## src/rtl/cpsr_flags_pkg.sv

```systemverilog
// Shared definitions for the CPSR flag block: FSM state encoding and NZCV bit positions.
// Latency: n/a (types and constants only).
// Backpressure: n/a.
package cpsr_flags_pkg;

  typedef enum logic {
    IDLE = 1'b0,
    PEND = 1'b1
  } state_t;

  localparam int N_BIT = 3;
  localparam int Z_BIT = 2;
  localparam int C_BIT = 1;
  localparam int V_BIT = 0;

endpackage

```

## src/rtl/cpsr_flag_mux.sv

```systemverilog
// Forms the pending flag value: arithmetic ops take all four ALU flags, logical ops take C from the shifter and keep V.
// Latency: combinational.
// Backpressure: none.
module cpsr_flag_mux
  import cpsr_flags_pkg::*;
(
  input  logic       logic_op,
  input  logic [3:0] alu_nzcv,
  input  logic       shift_carry,
  input  logic       cur_v,
  output logic [3:0] shadow_val
);

  assign shadow_val[N_BIT] = alu_nzcv[N_BIT];
  assign shadow_val[Z_BIT] = alu_nzcv[Z_BIT];
  assign shadow_val[C_BIT] = logic_op ? shift_carry : alu_nzcv[C_BIT];
  assign shadow_val[V_BIT] = logic_op ? cur_v : alu_nzcv[V_BIT];

endmodule

```

## src/rtl/cpsr_flags.sv

```systemverilog
// Architectural NZCV flags with a one-deep pending update committed by Write_PSR; optional SPSR under CPSR_SPSR_EN.
// Latency: committed/written flags visible one edge after the commit cycle.
// Backpressure: none; a new capture while pending overwrites (or follows a same-cycle commit).
module cpsr_flags
  import cpsr_flags_pkg::*;
(
  input  logic       clk,
  input  logic       Rst,
  input  logic       alu_valid,
  input  logic       set_flags,
  input  logic       logic_op,
  input  logic [3:0] alu_nzcv,
  input  logic       shift_carry,
  input  logic       Write_PSR,
  input  logic       discard,
  input  logic       msr_we,
  input  logic [3:0] msr_data,
`ifdef CPSR_SPSR_EN
  input  logic       save_psr,
  input  logic       restore_psr,
  output logic [3:0] SPSR,
`endif
  output logic [3:0] NZCV,
  output logic       flags_busy,
  output logic [7:0] commit_cnt
);

  state_t     state, state_nxt;
  logic [3:0] shadow, shadow_val, nzcv_nxt;
  logic       capture, commit, load_shadow;

  assign capture = alu_valid & set_flags;

  cpsr_flag_mux u_mux (
    .logic_op   (logic_op),
    .alu_nzcv   (alu_nzcv),
    .shift_carry(shift_carry),
    .cur_v      (NZCV[V_BIT]),
    .shadow_val (shadow_val)
  );

  always_ff @(posedge clk) begin
    if (Rst) state <= IDLE;
    else     state <= state_nxt;
  end

  always_comb begin
    state_nxt   = state;
    commit      = 1'b0;
    load_shadow = 1'b0;
    nzcv_nxt    = NZCV;
    case (state)
      IDLE: begin
        if (capture) begin
          state_nxt   = PEND;
          load_shadow = 1'b1;
        end
      end
      PEND: begin
        // discard wins over a simultaneous Write_PSR
        if (discard) begin
          state_nxt = IDLE;
        end else begin
          commit = Write_PSR;
          if (capture) load_shadow = 1'b1;
          else if (Write_PSR) state_nxt = IDLE;
        end
      end
      default: state_nxt = IDLE;
    endcase
    if (commit) nzcv_nxt = shadow;
    if (msr_we) begin
      nzcv_nxt    = msr_data;
      state_nxt   = IDLE;
      commit      = 1'b0;
      load_shadow = 1'b0;
    end
`ifdef CPSR_SPSR_EN
    if (restore_psr) begin
      nzcv_nxt    = SPSR;
      state_nxt   = IDLE;
      commit      = 1'b0;
      load_shadow = 1'b0;
    end
`endif
  end

  always_ff @(posedge clk) begin
    if (Rst) begin
      NZCV       <= 4'b0000;
      shadow     <= 4'b0000;
      commit_cnt <= 8'd0;
    end else begin
      NZCV <= nzcv_nxt;
      if (load_shadow) shadow <= shadow_val;
      if (commit) commit_cnt <= commit_cnt + 8'd1;
    end
  end

`ifdef CPSR_SPSR_EN
  // Save reads the pre-edge NZCV, so save+restore together swaps the two registers.
  always_ff @(posedge clk) begin
    if (Rst)           SPSR <= 4'b0000;
    else if (save_psr) SPSR <= NZCV;
  end
`endif

  assign flags_busy = (state == PEND);

endmodule

```

## config.mk

```make
export PLATFORM = sky130hd
export DESIGN_NAME = cpsr_flags
export DESIGN_NICKNAME = d
export VERILOG_FILES = /design/src/rtl/cpsr_flags_pkg.sv /design/src/rtl/cpsr_flag_mux.sv /design/src/rtl/cpsr_flags.sv
export SDC_FILE = /design/constraint.sdc
export NUM_CORES = 1
export LEC_CHECK = 0
export CORE_MARGIN = 3
export CORE_UTILIZATION = 42
export CTS_CLUSTER_DIAMETER = 40
export DETAILED_ROUTE_END_ITERATION = 10
export HOLD_SLACK_MARGIN = 0.06
export PLACE_DENSITY = 0.76
export SLEW_MARGIN = 20
export SYNTH_ARGS = -nofsm -noshare
export SYNTH_HDL_FRONTEND = slang
export SYNTH_SLANG_ARGS = --single-unit
```

## constraint.sdc

```tcl
create_clock -name clk -period 1.6 [get_ports clk]
set_input_delay 0.32 -clock clk [delete_from_list [all_inputs] [get_ports clk]]
set_output_delay 0.32 -clock clk [all_outputs]
set_load 0.01 [all_outputs]
```

==> impl_metrics.ini <==
[grt]
grt_overflow_total = 0
grt_pass1_wl_um = 3210
antenna_found_initial = 0
track_usage = 0.166
grt_pass1_vias = 813
grt_max_degree = 11

[detailed_routing]
wl_met1_um = 834
wl_per_cell_um = 12.7
routed.top_layer = met4
vias = 833
viasPerCell = 5.41
drc = 0
routed-wl-met2_um = 969
met3_length_um = 100
dr.pass1.iters = 4
dr.first_iter.drc_count = 10
wl_um = 1960
ant_nets = 0

[cts]
cts.repair.resized = 4
cts_sinks = 17
cts_buffer_depth = 2
cts_hold_buf = 0
cts_tree = built
cts_made_buffers = 3
root_buffer = clkbuf_4
clkLatencyLatePin_ns = 0.29
clkTransAtPathRegs_ns = 0.10
htree_levels = 1
post_cts_buffers = 0

[pwr]
pwr-share-seq = 0.553
power_frac_comb = 0.156
p_leak_nw = 0.491
ir_worst_vdd_mv = 0.372
p_int_uw = 605
power.density_nw_per_um2 = 648
power.switching_uw = 196
swShare = 0.244
clockPowerShare = 0.291

[placed_design]
dp_hpwl_um = 1570
placed_area_sq_um = 1200
place_ws_ns = -0.190
place_inst = 150
place_congestion = 0.859
io_buffers = 29

[critical_path]
worstReg2RegStart = commit_cnt[0]$_SDFFE_PP0P_
cp.arrival_ns = 1.24
timing.rr.end = commit_cnt[6]$_SDFFE_PP0P_
startpoint = commit_cnt[6]$_SDFFE_PP0P_
crit_cells = 1
cp_slowest_cell = clkdlybuf4s50_1
reg2reg_slack_ns = 0.19
crit_path_start_kind = register
cp_top_family = buffers and inverters
crit_type = register to output port
cp_cell_sequence = clkdlybuf4s50_1
crit_required_ns = 1.28
path_buf_inv = 1
reg2reg_depth = 4
critPathMaxFanout = 4
critPathCapture = commit_cnt[6]
critPathMaxStageDelay_ns = 0.56
cp-end-kind = output port

[timing]
setup_viol = 0
period_share = 0.978
holdWs_ns = 0.496
slew_viol_final = 0
tns_ns = 0
setup_slack_ns = 0.0354
worst_pin_slew_ns = 0.316
skew_ns = 0.00603
rsz0062_at_grt = no
hold_viol = 0
relSlewSlack = 0.789
max_freq_ghz = 0.639
finalCriticalPeriod_ns = 1.56

[final_layout]
fill_cells = 158
final_layout_size_suffix_gt1_frac = 0.209
syn_to_final_growth_pct = 53.5
layoutNonFillerInstCount = 154
final_area_sq_um = 1230
final_common_cell = clkdlybuf4s50_1
num_antenna_cells = 0
nets = 148
layout_common_cells = 29 x clkdlybuf4s50_1, 12 x buf_4, 11 x dfxtp_1, 11 x a21oi_1, 7 x nor2_1

[logic_synthesis]
synth_area_sq_um = 805
netlist.area_leader.share = 0.423
ys_top_cells_by_area = dfxtp_1 42%, mux2i_1 7.5%, a21oi_1 6.8%
ys_types = 28
synth_edf_count = 0
ys_warn_count = 0
yosysTopAreaCell = dfxtp_1
ys_seq_elements = 17
syn_avg_cell_area_sq_um = 9.14
synth_nets = 106
synthArstFlopShare = 0
synth-main-ff-cell = dfxtp_1
synthCells = 88
seq_area_frac_synth = 0.423

[floorplanning]
ioPinCount = 30
start_util = 0.456
rows = 15
die_w_um = 49.8
die_y_um = 49.8
fp.coreArea_sq_um = 1760
die_area_sq_um = 2480

[outcome]
status = completed

[flow_run]
maxCapViolCount = 0

[worst_hold_path]
hp-class = register to register
-- layer usage --
| layer | track usage | vias up |
|---|---|---|
| li1 | - | 408 |
| met1 | 0.182 | 389 |
| met2 | 0.291 | 28 |
| met3 | 0.0302 | 8 |
| met4 | 0.106 | 0 |
| met5 | 0 | - |
-- final cells by class --
class	instances	area, sq um	share of cell area
sequential	17	350	0.284
timing repair buffer	41	380	0.308
multi-input combinational	62	427	0.345
tap	25	31.3	0.0253
inverter	5	18.8	0.0152
clock buffer	3	22.5	0.0182
clock inverter	1	5.00	0.00405
-- through the flow --
step	total power, mW	utilization
6_report	0.801	0.700
5_1_grt	0.837	0.700
4_1_cts	0.812	0.697
3_5_place_dp	0.578	0.679
3_3_place_gp	0.575	0.679
2_1_floorplan	0.500	-
-- registers in the layout, summed over array words and instances, names as in the netlist --
register    cells
shadow          4
commit_cnt      8
flags_busy      1
NZCV            4
-- cells in the mapped netlist, drive strengths merged (3+ instances only) --
| master | instances |
|---|---|
| nand3 | 4 |
| a21oi | 11 |
| o31ai | 3 |
| nor2 | 7 |
| nand2 | 3 |
| dfxtp | 17 |
| inv | 5 |
| mux2i | 6 |
| a211oi | 4 |
| o21ai | 3 |
| or4 | 3 |
-- logic make-up after synthesis --
family,after synthesis,synth area share
multiplexers,8,0.103
AO/OA/AOI/OAI,24,0.185
flip-flops,17,0.423
adder cells (fa/ha/maj),1,0.0155
XOR/XNOR,1,0.0109
buffers and inverters,9,0.0467
AND/OR/NAND/NOR,28,0.216
-- how the worst min path moves through the flow --
stage / startpoint / end / cells past startpoint
2_1_floorplan: shadow[2]$_SDFFE_PP0P_ / shadow[2]$_SDFFE_PP0P_ / 2
3_3_place_gp: shadow[3]$_SDFFE_PP0P_ / shadow[3]$_SDFFE_PP0P_ / 2
3_5_place_dp: shadow[2]$_SDFFE_PP0P_ / shadow[2]$_SDFFE_PP0P_ / 2
4_1_cts: shadow[2]$_SDFFE_PP0P_ / shadow[2]$_SDFFE_PP0P_ / 2
5_1_grt: shadow[2]$_SDFFE_PP0P_ / shadow[2]$_SDFFE_PP0P_ / 2
6_report: shadow[2]$_SDFFE_PP0P_ / shadow[2]$_SDFFE_PP0P_ / 2
-- power groups by stage --
stage | logic, mW | registers, mW | clock network (mW)
after CTS | 0.126 | 0.444 | 0.242
after detailed placement | 0.125 | 0.453 | 0
after global placement | 0.122 | 0.453 | 0
final | 0.125 | 0.443 | 0.233
after global routing | 0.136 | 0.444 | 0.257
after floorplan | 0.0453 | 0.455 | 0
Note: power is estimated with default switching activity, not from simulation.
